==> config.mk <==
export PLATFORM = sky130hd
export DESIGN_NAME = flash_host_sequencer
export DESIGN_NICKNAME = d
export VERILOG_FILES = /design/src/rtl/flash_host_pkg.sv /design/src/rtl/flash_host_sequencer.sv
export SDC_FILE = /design/constraint.sdc
export NUM_CORES = 1
export LEC_CHECK = 0
export BUFFER_PORTS_ARGS = -buffer_cell sky130_fd_sc_hd__buf_2
export CAP_MARGIN = 20
export CORE_MARGIN = 8
export CORE_UTILIZATION = 54
export CTS_CLUSTER_DIAMETER = 50
export DETAILED_ROUTE_END_ITERATION = 8
export GPL_TIMING_DRIVEN = 0
export PLACE_DENSITY = 0.85
export REMOVE_ABC_BUFFERS = 1
export SETUP_SLACK_MARGIN = 0.02
export SLEW_MARGIN = 20
export SYNTH_ARGS = -nofsm -noshare
export SYNTH_HDL_FRONTEND = slang
export SYNTH_SLANG_ARGS = --single-unit
export TNS_END_PERCENT = 1
==> constraint.sdc <==
create_clock -name iCLK -period 5.6 [get_ports iCLK]
set_clock_uncertainty 0.2 [all_clocks]
set_input_delay 0.84 -clock iCLK [delete_from_list [all_inputs] [get_ports iCLK]]
set_output_delay 0.84 -clock iCLK [all_outputs]
set_load 0.03 [all_outputs]
==> src/rtl/flash_host_pkg.sv <==
// Shared definitions for the flash host sequencer: opcodes, FSM states,
// address width and a small opcode classification helper.
package flash_host_pkg;

    localparam int ADDR_W = 22;

    // Flash host command encoding. 3'd6 is reserved and handled as a
    // single non-data transaction.
    localparam logic [2:0] OP_READ       = 3'd0;
    localparam logic [2:0] OP_WRITE      = 3'd1;
    localparam logic [2:0] OP_BLK_ERASE  = 3'd2;
    localparam logic [2:0] OP_SEC_ERASE  = 3'd3;
    localparam logic [2:0] OP_CHIP_ERASE = 3'd4;
    localparam logic [2:0] OP_READ_ID    = 3'd5;
    localparam logic [2:0] OP_RESET      = 3'd7;

    typedef enum logic [2:0] {
        ST_IDLE,
        ST_GET_WR,
        ST_ISSUE,
        ST_WAIT_ACK,
        ST_WAIT_DONE,
        ST_DELIVER,
        ST_NEXT,
        ST_FINISH
    } state_e;

    // Only READ and WRITE move a byte stream; everything else is one shot.
    function automatic logic is_data_op(input logic [2:0] op);
        return (op == OP_READ) || (op == OP_WRITE);
    endfunction

endpackage

==> src/rtl/flash_host_sequencer.sv <==
// Host-side initiator for the flash controller command port. Takes one
// descriptor (op, address, length) and runs one Start/Ready handshake per
// byte, streaming write bytes in and read bytes out.
module flash_host_sequencer
    import flash_host_pkg::*;
#(
    parameter int          LEN_W   = 16,
    parameter logic [31:0] TIMEOUT = 32'd0,
    parameter int          TO_W    = 32
) (
    input  logic              iCLK,
    input  logic              iRST,
    input  logic              iCmd_Valid,
    output logic              oCmd_Ready,
    input  logic [2:0]        iCmd_Op,
    input  logic [ADDR_W-1:0] iCmd_Addr,
    input  logic [LEN_W-1:0]  iCmd_Len,
    input  logic [7:0]        iWr_Data,
    input  logic              iWr_Valid,
    output logic              oWr_Ready,
    output logic [7:0]        oRd_Data,
    output logic              oRd_Valid,
    input  logic              iRd_Ready,
    output logic              oDone,
    output logic              oErr,
    output logic [ADDR_W-1:0] oHS_ADDR,
    output logic [7:0]        oHS_DATA,
    output logic [2:0]        oHS_CMD,
    output logic              oHS_Start,
    input  logic              iHS_Ready,
    input  logic [7:0]        iHS_DATA
);

    state_e              state_q, state_d;
    logic [2:0]          op_q, op_d;
    logic [ADDR_W-1:0]   addr_q, addr_d;
    logic [LEN_W-1:0]    rem_q, rem_d;
    logic [7:0]          wdata_q, wdata_d;
    logic [7:0]          rdata_q, rdata_d;
    logic [TO_W-1:0]     cnt_q, cnt_d;
    logic                err_q, err_d;
    logic                tmo_hit;

    // The Start cycle counts as the first elapsed cycle, so with TIMEOUT=N
    // the aborting oDone lands exactly N cycles after the Start strobe.
    assign tmo_hit = (TIMEOUT != 32'd0) &&
                     (cnt_q >= (TO_W'(TIMEOUT) - TO_W'(1)));

    assign oHS_ADDR = addr_q;
    assign oHS_DATA = wdata_q;
    assign oHS_CMD  = op_q;
    assign oRd_Data = rdata_q;

    // State and datapath registers
    always_ff @(posedge iCLK) begin
        if (iRST) begin
            state_q <= ST_IDLE;
            op_q    <= '0;
            addr_q  <= '0;
            rem_q   <= '0;
            wdata_q <= '0;
            rdata_q <= '0;
            cnt_q   <= '0;
            err_q   <= 1'b0;
        end else begin
            state_q <= state_d;
            op_q    <= op_d;
            addr_q  <= addr_d;
            rem_q   <= rem_d;
            wdata_q <= wdata_d;
            rdata_q <= rdata_d;
            cnt_q   <= cnt_d;
            err_q   <= err_d;
        end
    end

    // Next-state and datapath update for the descriptor / per-byte loop
    always_comb begin
        state_d = state_q;
        op_d    = op_q;
        addr_d  = addr_q;
        rem_d   = rem_q;
        wdata_d = wdata_q;
        rdata_d = rdata_q;
        cnt_d   = cnt_q;
        err_d   = err_q;
        case (state_q)
            ST_IDLE: begin
                if (iCmd_Valid) begin
                    op_d   = iCmd_Op;
                    addr_d = iCmd_Addr;
                    err_d  = 1'b0;
                    if (is_data_op(iCmd_Op)) begin
                        rem_d = iCmd_Len;
                        if (iCmd_Len == '0)
                            state_d = ST_FINISH;
                        else if (iCmd_Op == OP_WRITE)
                            state_d = ST_GET_WR;
                        else
                            state_d = ST_ISSUE;
                    end else begin
                        rem_d   = LEN_W'(1);
                        state_d = ST_ISSUE;
                    end
                end
            end
            ST_GET_WR: begin
                if (iWr_Valid) begin
                    wdata_d = iWr_Data;
                    state_d = ST_ISSUE;
                end
            end
            ST_ISSUE: begin
                // Never strobe Start into a busy port.
                if (iHS_Ready) begin
                    cnt_d   = TO_W'(1);
                    state_d = ST_WAIT_ACK;
                end
            end
            ST_WAIT_ACK: begin
                cnt_d = cnt_q + TO_W'(1);
                // Ack requires an observed low cycle on iHS_Ready.
                if (!iHS_Ready) begin
                    state_d = ST_WAIT_DONE;
                end else if (tmo_hit) begin
                    err_d   = 1'b1;
                    state_d = ST_FINISH;
                end
            end
            ST_WAIT_DONE: begin
                cnt_d = cnt_q + TO_W'(1);
                if (iHS_Ready) begin
                    if (op_q == OP_READ) begin
                        rdata_d = iHS_DATA;
                        state_d = ST_DELIVER;
                    end else begin
                        state_d = ST_NEXT;
                    end
                end else if (tmo_hit) begin
                    err_d   = 1'b1;
                    state_d = ST_FINISH;
                end
            end
            ST_DELIVER: begin
                if (iRd_Ready)
                    state_d = ST_NEXT;
            end
            ST_NEXT: begin
                rem_d  = rem_q - LEN_W'(1);
                addr_d = addr_q + ADDR_W'(1);
                if (rem_q == LEN_W'(1))
                    state_d = ST_FINISH;
                else if (op_q == OP_WRITE)
                    state_d = ST_GET_WR;
                else
                    state_d = ST_ISSUE;
            end
            ST_FINISH: begin
                state_d = ST_IDLE;
            end
            default: begin
                state_d = ST_IDLE;
            end
        endcase
    end

    // Handshake and status outputs decoded from the current state
    always_comb begin
        oCmd_Ready = 1'b0;
        oWr_Ready  = 1'b0;
        oRd_Valid  = 1'b0;
        oHS_Start  = 1'b0;
        oDone      = 1'b0;
        oErr       = 1'b0;
        case (state_q)
            ST_IDLE:    oCmd_Ready = 1'b1;
            ST_GET_WR:  oWr_Ready  = 1'b1;
            ST_ISSUE:   oHS_Start  = iHS_Ready;
            ST_DELIVER: oRd_Valid  = 1'b1;
            ST_FINISH: begin
                oDone = 1'b1;
                oErr  = err_q;
            end
            default: ;
        endcase
    end

endmodule

==> impl_metrics.json, run 1 <==
{
  "status": "complete, no violations",
  "place_area_sq_mm": 0.00382,
  "fmax_ghz": 0.333,
  "drtIter0Drc": 233,
  "ys_warn_count": 0,
  "start_kind": "flip-flop",
  "fin_area_sq_mm": 0.00404,
  "p_comb_frac": 0.368,
  "ys_ff_latch": 60,
  "die-area_sq_mm": 0.00877,
  "crit_path_end": "oHS_ADDR[14]$_SDFFE_PP0P_",
  "worst_slack_ns": 2.60,
  "switching_share": 0.409,
  "synth_seq_area_share": 0.369,
  "fin_util": 0.687,
  "grt_first_pass_wirelength_um": 15900,
  "r2r_cells": 5,
  "p_sw_uw": 682,
  "cts.sinks": 60,
  "synthTopCellsByArea": "dfxtp_1, nor2_1, mux2i_1",
  "antenna_cells": 0,
  "fp.dieW_um": 93.6,
  "setup_tns_ns": 0,
  "holdBufCountCts": 0,
  "seq_power_share": 0.363,
  "critPathMaxStageDelay_ns": 0.68,
  "num_vias": 3521,
  "synthesis.area_sq_mm": 0.00325,
  "ys_types": 62,
  "p_int_uw": 985,
  "via_per_inst": 6.04,
  "path_class": "flip-flop to flip-flop",
  "pwr-share-clk": 0.269,
  "worstPathArrival_ns": 3.08,
  "cts.clk_slew.worst_paths_ns": 0.07,
  "cts_resized": 0,
  "cts_tree": "done",
  "seq_area_sq_mm": 0.00120,
  "final_layout_size_suffix_gt1_frac": 0.280,
  "relSlewSlack": 0.321,
  "grt_max_degree": 65,
  "wl_um": 9760,
  "ys_dominant_reg_cell": "dfxtp_1",
  "num_rows": 28,
  "antenna_found_initial": 0,
  "p_leak_uw": 0.00174,
  "ant_nets": 0,
  "clockBufferDepth": 2,
  "endpoint_kind": "flip-flop",
  "fin_crit_sh": 0.536,
  "h-tree-depth": 3,
  "grt_pass1_vias": 3434,
  "clk_latency_ns": 0.35,
  "multi_input_area_sq_mm": 0.00192,
  "ir_worst_vdd_mv": 0.210,
  "period_needed_ns": 3.00,
  "critical_path.cell_chain": "nand3b_1 > or2_2 > nor4_1 > mux2_2 > a21oi_1",
  "crit_fanout": 18,
  "fillCellCount": 525,
  "syn2layout_area_growth_pct": 24.3,
  "drcViolationCount": 0,
  "drtPass1Iterations": 5,
  "synthArstFlopShare": 0,
  "dp_slack_ns": 2.47,
  "crit_family": "simple AND/OR/NAND/NOR gates",
  "clock-root-buffer": "clkbuf_8",
  "postCtsSetupBuffers": 0,
  "dp_hpwl_um": 6930,
  "grt_overflow_total": 0,
  "path_buf_inv": 0,
  "cp.required_ns": 5.67,
  "final_nets": 569,
  "power.density_mw_per_mm2": 412,
  "cts_made_buffers": 9,
  "synth_cells": 406,
  "grt_setup_unrepaired": "no",
  "drt-wirelength-per-cell_um": 16.7,
  "postSynthAreaPerCell_sq_um": 8.02,
  "ff2ff_setup_slack_ns": 2.60,
  "r2r_start": "state_q[2]$_SDFFE_PP0P_",
  "ys_top_cells_by_count": "dfxtp_1, nor2_1, nand2_1, a21oi_1, mux2i_1",
  "synth-edff-count": 0,
  "start_util": 0.553,
  "r2r-end": "oHS_ADDR[14]$_SDFFE_PP0P_",
  "tightest_slew_ns": 1.02,
  "maxSlewViolCount": 0,
  "maxCapViolations": 0,
  "slowest_stage": "dfxtp_1",
  "synth_top_area_share": 0.369,
  "hold_path_depth": 2,
  "yosysMostFrequentCell": "dfxtp_1",
  "grtUsageTotal": 0.222,
  "synth_largest_area_cell": "dfxtp_1",
  "hold_viol_final": 0,
  "min_from": "oHS_CMD[2]$_SDFFE_PP0P_",
  "die_y_um": 93.6,
  "setup_violations": 0,
  "crit_cells": 5,
  "ioPinCount": 110,
  "crit_path_start": "state_q[2]$_SDFFE_PP0P_",
  "port_buffers": 108,
  "core_sq_mm": 0.00589,
  "hp-class": "flip-flop to flip-flop",
  "gp_congestion": 0.905
}
## per-stage QoR
| step | std cells | power [uW] | hold WS, ns |
|---|---|---|---|
| 2_1_floorplan | 382 | 1010 | 0.253 |
| 3_3_place_gp | 565 | 1180 | 0.257 |
| 3_5_place_dp | 567 | 1220 | 0.265 |
| 4_1_cts | 583 | 1660 | 0.276 |
| 5_1_grt | 583 | 1750 | 0.302 |
| 6_report | 583 | 1670 | 0.275 |
## cells in the final DEF, fill, tap and decap left out, types with 3 or more instances in the layout
cell          n
buf_2       107
dfxtp_1      60
nor2_1       54
nand2_1      45
a21oi_1      20
mux2i_1      20
nor3_1       16
nand3_1      13
nor4_1       13
o21ai_0      10
clkbuf_8     10
inv_1         9
nand4_1       8
a211oi_1      8
a31oi_1       8
and3_1        7
a22oi_1       7
or3_1         6
and4_1        4
mux2_2        4
or2_2         4
a21o_1        4
xnor2_1       4
o22ai_1       4
a2bb2oi_1     3
a311oi_1      3
a32o_1        3
a32oi_1       3
ha_1          3
clkinvlp_4    3
## state kept, by name, summed over array words and instances (netlist names)
signal,flops
state_q,3
rem_q,16
oHS_CMD,3
oRd_Data,8
oHS_DATA,8
oHS_ADDR,22
## worst min-delay path by stage
stage                               to
2_1_floorplan   rem_q[12]$_SDFFE_PP0P_
3_3_place_gp   oHS_CMD[2]$_SDFFE_PP0P_
3_5_place_dp   oHS_CMD[2]$_SDFFE_PP0P_
4_1_cts        oHS_CMD[2]$_SDFFE_PP0P_
5_1_grt        oHS_CMD[2]$_SDFFE_PP0P_
6_report       oHS_CMD[2]$_SDFFE_PP0P_
## metal layers
layer,up-vias,track usage,routed length (um),part of all wire
li1,1700,-,-,-
met2,176,0.365,4760,0.49
met4,0,0.103,215,0.022
met3,22,0.0625,870,0.089
met1,1623,0.263,3910,0.40
met5,-,0,0,0
## worst register-to-register path: cells and delay by family, from the launching register on
| kind | cells | cell delay (ns) |
|---|---|---|
| AO/OA/AOI/OAI | 1 | 0.15 |
| flip-flops | 1 | 0.68 |
| multiplexers | 1 | 0.37 |
| AND/OR/NAND/NOR | 3 | 1.53 |
## cell type report
type / instances / area share
flip-flops and latches: 60 / 0.297
repair buffers: 110 / 0.140
clock inverters: 6 / 0.0217
well taps: 75 / 0.0232
clock buffers: 10 / 0.0340
multi-input cells: 313 / 0.476
inverters: 9 / 0.00835
## cells by family after synthesis
family          count (synthesis)  share of synthesized area
compound gates                 90                      0.192
fa+ha+maj                       3                     0.0115
flops                          60                      0.369
other cells                     1                    0.00115
buf+inv                        33                     0.0423
xor+xnor                        4                     0.0108
mux                            24                     0.0754
simple gates                  191                      0.298
## power groups by stage
stage	Sequential [uW]	Combinational [uW]	Clock, uW
after floorplan	687	327	0
after detailed placement	610	608	0
after global routing	619	669	465
after global placement	601	583	0
final	606	614	448
after CTS	602	613	444
Note: power is estimated with default switching activity, not from simulation.
==> run 2: changes to the inputs <==
--- a/config.mk
+++ b/config.mk
@@ -5,14 +5,15 @@
 export SDC_FILE = /design/constraint.sdc
 export NUM_CORES = 1
 export LEC_CHECK = 0
+export ABC_AREA = 1
 export BUFFER_PORTS_ARGS = -buffer_cell sky130_fd_sc_hd__buf_2
 export CAP_MARGIN = 20
 export CORE_MARGIN = 8
-export CORE_UTILIZATION = 54
+export CORE_UTILIZATION = 47
 export CTS_CLUSTER_DIAMETER = 50
 export DETAILED_ROUTE_END_ITERATION = 8
 export GPL_TIMING_DRIVEN = 0
-export PLACE_DENSITY = 0.85
+export PLACE_DENSITY = 0.77
 export REMOVE_ABC_BUFFERS = 1
 export SETUP_SLACK_MARGIN = 0.02
 export SLEW_MARGIN = 20
==> constraint.sdc (replaced) <==
create_clock -name iCLK -period 2.55 [get_ports iCLK]
set_clock_uncertainty 0.2 [all_clocks]
set_input_delay 0.3825 -clock iCLK [delete_from_list [all_inputs] [get_ports iCLK]]
set_output_delay 0.3825 -clock iCLK [all_outputs]
set_load 0.03 [all_outputs]
==> impl_metrics.json, run 2 <==
{
  "status": "complete, no violations",
  "antenna_found_initial": 0,
  "gp_congestion": 0.900,
  "ys_warn_count": 0,
  "critical_path.cell_chain": "nor2_4 > nand2_4 > nor2_8 > inv_4 > nand2_4 > inv_4 > a31oi_1 > a21oi_1",
  "final_nets": 740,
  "die-area_sq_mm": 0.0108,
  "crit_fanout": 23,
  "hp-class": "input pin to flip-flop",
  "h-tree-depth": 3,
  "grtUsageTotal": 0.198,
  "critPathMaxStageDelay_ns": 0.47,
  "timing.hold.ws_ns": 0.0664,
  "synthesis.area_sq_mm": 0.00362,
  "largest_register_ffs": 22,
  "port_buffers": 108,
  "via_per_inst": 5.38,
  "worstPathArrival_ns": 2.37,
  "fmax_ghz": 0.426,
  "grt_pass1_vias": 3934,
  "cts_tree": "done",
  "relSlewSlack": 0.308,
  "dp_hpwl_um": 7860,
  "drcViolationCount": 0,
  "clock-root-buffer": "clkbuf_8",
  "grt_max_degree": 40,
  "path_class": "flip-flop to flip-flop",
  "dp_cells": 764,
  "ys_top_cells_by_count": "nand2_1, nor2_1, dfxtp_1, inv_1, o21ai_0",
  "final_cell_mix": "nand2_1, buf_2, nor2_1",
  "ys_dominant_reg_cell": "dfxtp_1",
  "grt_setup_unrepaired": "no",
  "start_util": 0.476,
  "postSynthAreaPerCell_sq_um": 6.28,
  "ioPinCount": 110,
  "setup_violations": 0,
  "ys_ff_latch": 60,
  "power.density_mw_per_mm2": 1060,
  "syn2layout_area_growth_pct": 21.5,
  "period_needed_ns": 2.35,
  "synth_top_family_by_area": "simple AND/OR/NAND/NOR gates",
  "seq_area_sq_mm": 0.00120,
  "synth_largest_area_cell": "dfxtp_1",
  "drt-wirelength-per-cell_um": 14.3,
  "clockBufferDepth": 2,
  "final_layout_size_suffix_gt1_frac": 0.206,
  "place_area_sq_mm": 0.00416,
  "fillCellCount": 765,
  "cts.clk_slew.worst_paths_ns": 0.07,
  "maxSlewViolCount": 0,
  "final_common_cell": "nand2_1",
  "cts.sinks": 60,
  "maxCapViolations": 0,
  "multi_input_area_sq_mm": 0.00210,
  "synth_xor_area_frac": 0.0145,
  "synth_seq_area_share": 0.332,
  "antenna_cells": 0,
  "yosysMostFrequentCell": "nand2_1",
  "ant_nets": 0,
  "synth_top_area_share": 0.332,
  "grt_overflow_total": 0,
  "start_kind": "flip-flop",
  "slowest_stage": "dfxtp_1",
  "fp.dieW_um": 104,
  "synthMuxAreaShare": 0,
  "hold_viol_final": 0,
  "die_y_um": 104,
  "ys_types": 37,
  "cp.required_ns": 2.57,
  "cts_made_buffers": 9,
  "num_vias": 4202,
  "wl_um": 11200,
  "synthArstFlopShare": 0,
  "synth_cells": 576,
  "synthTopCellsByArea": "dfxtp_1, nand2_1, nor2_1",
  "fin_crit_sh": 0.920,
  "final_cells": 781,
  "drtIter0Drc": 252,
  "clk_latency_ns": 0.34,
  "finalPower_uw": 4640,
  "drtPass1Iterations": 5,
  "setup_tns_ns": 0,
  "synth_compound_area_frac": 0.177,
  "synth-edff-count": 0,
  "synth-simple-area-share": 0.374,
  "grt_first_pass_wirelength_um": 18300,
  "p_leak_uw": 0.00198,
  "core_sq_mm": 0.00761,
  "tightest_slew_ns": 1.04,
  "endpoint_kind": "flip-flop",
  "num_rows": 32,
  "synthAdderAreaFrac": 0.0104,
  "fin_area_sq_mm": 0.00440,
  "holdBufCountCts": 0,
  "ir_worst_vdd_mv": 0.523
}
==> run 2: area by class of cell <==
| cell class | count | area share |
|---|---|---|
| Clock buffer | 12 | 0.0330 |
| Clock inverter | 4 | 0.0165 |
| Inverter | 53 | 0.0469 |
| Multi-Input combinational cell | 442 | 0.479 |
| Sequential cell | 60 | 0.273 |
| Tap cell | 102 | 0.0290 |
| Timing Repair Buffer | 108 | 0.123 |
==> run 2: cells by family after synthesis <==
group | count (synthesis)
AND/OR/NAND/NOR | 315
other | 1
buffers and inverters | 75
XOR/XNOR | 6
AO/OA/AOI/OAI | 116
flip-flops | 60
adder cells (fa/ha/maj) | 3
==> run 2: worst paths after layout <==
| path | startpoint | endpoint | depth (start not counted) | slack [ns] |
|---|---|---|---|---|
| max | state_q[2]$_SDFFE_PP0P_ | rem_q[10]$_SDFFE_PP0P_ | 8 | 0.20 |
| min | iHS_DATA[7] | oRd_Data[7]$_SDFFE_PP0P_ | 3 | 0.07 |
| min reg2reg | oHS_DATA[4]$_SDFFE_PP0P_ | oHS_DATA[4]$_SDFFE_PP0P_ | 2 | 0.28 |
| max reg2reg | state_q[2]$_SDFFE_PP0P_ | rem_q[10]$_SDFFE_PP0P_ | 8 | 0.20 |
==> run 2: worst max-delay path: cells and delay by family (launching register included) <==
kind	cells	cell delay (ns)
DFF	1	0.47
buffers and inverters	2	0.35
AOI/OAI and AO/OA	2	0.34
and+or+nand+nor	4	0.85
==> run 2: what timing repair did <==
action	in CTS	in global routing
cloned	0	1
buffers inserted	0	0
pin swaps	0	1
gates resized for setup	2	2
endpoints found under the setup margin	35	3
==> run 2: stage by stage <==
step / utilization / setup WS (ns)
floorplan: - / 0.363
global placement: 0.547 / -0.299
detailed placement: 0.547 / -0.414
CTS: 0.576 / 0.169
global route: 0.578 / 0.0239
finish: 0.578 / 0.204
==> run 2: layer usage <==
metal / vias up / track usage / routed length, um
met4: 0 / 0.0620 / 152
met2: 181 / 0.344 / 5530
met1: 1926 / 0.235 / 4600
met3: 15 / 0.0483 / 919
met5: - / 0 / 0
li1: 2080 / - / -
==> run 2: where the power goes <==
group          internal [uW]  switching [uW]
combinational            672            1560
sequential              1170             274
clock                    577             393
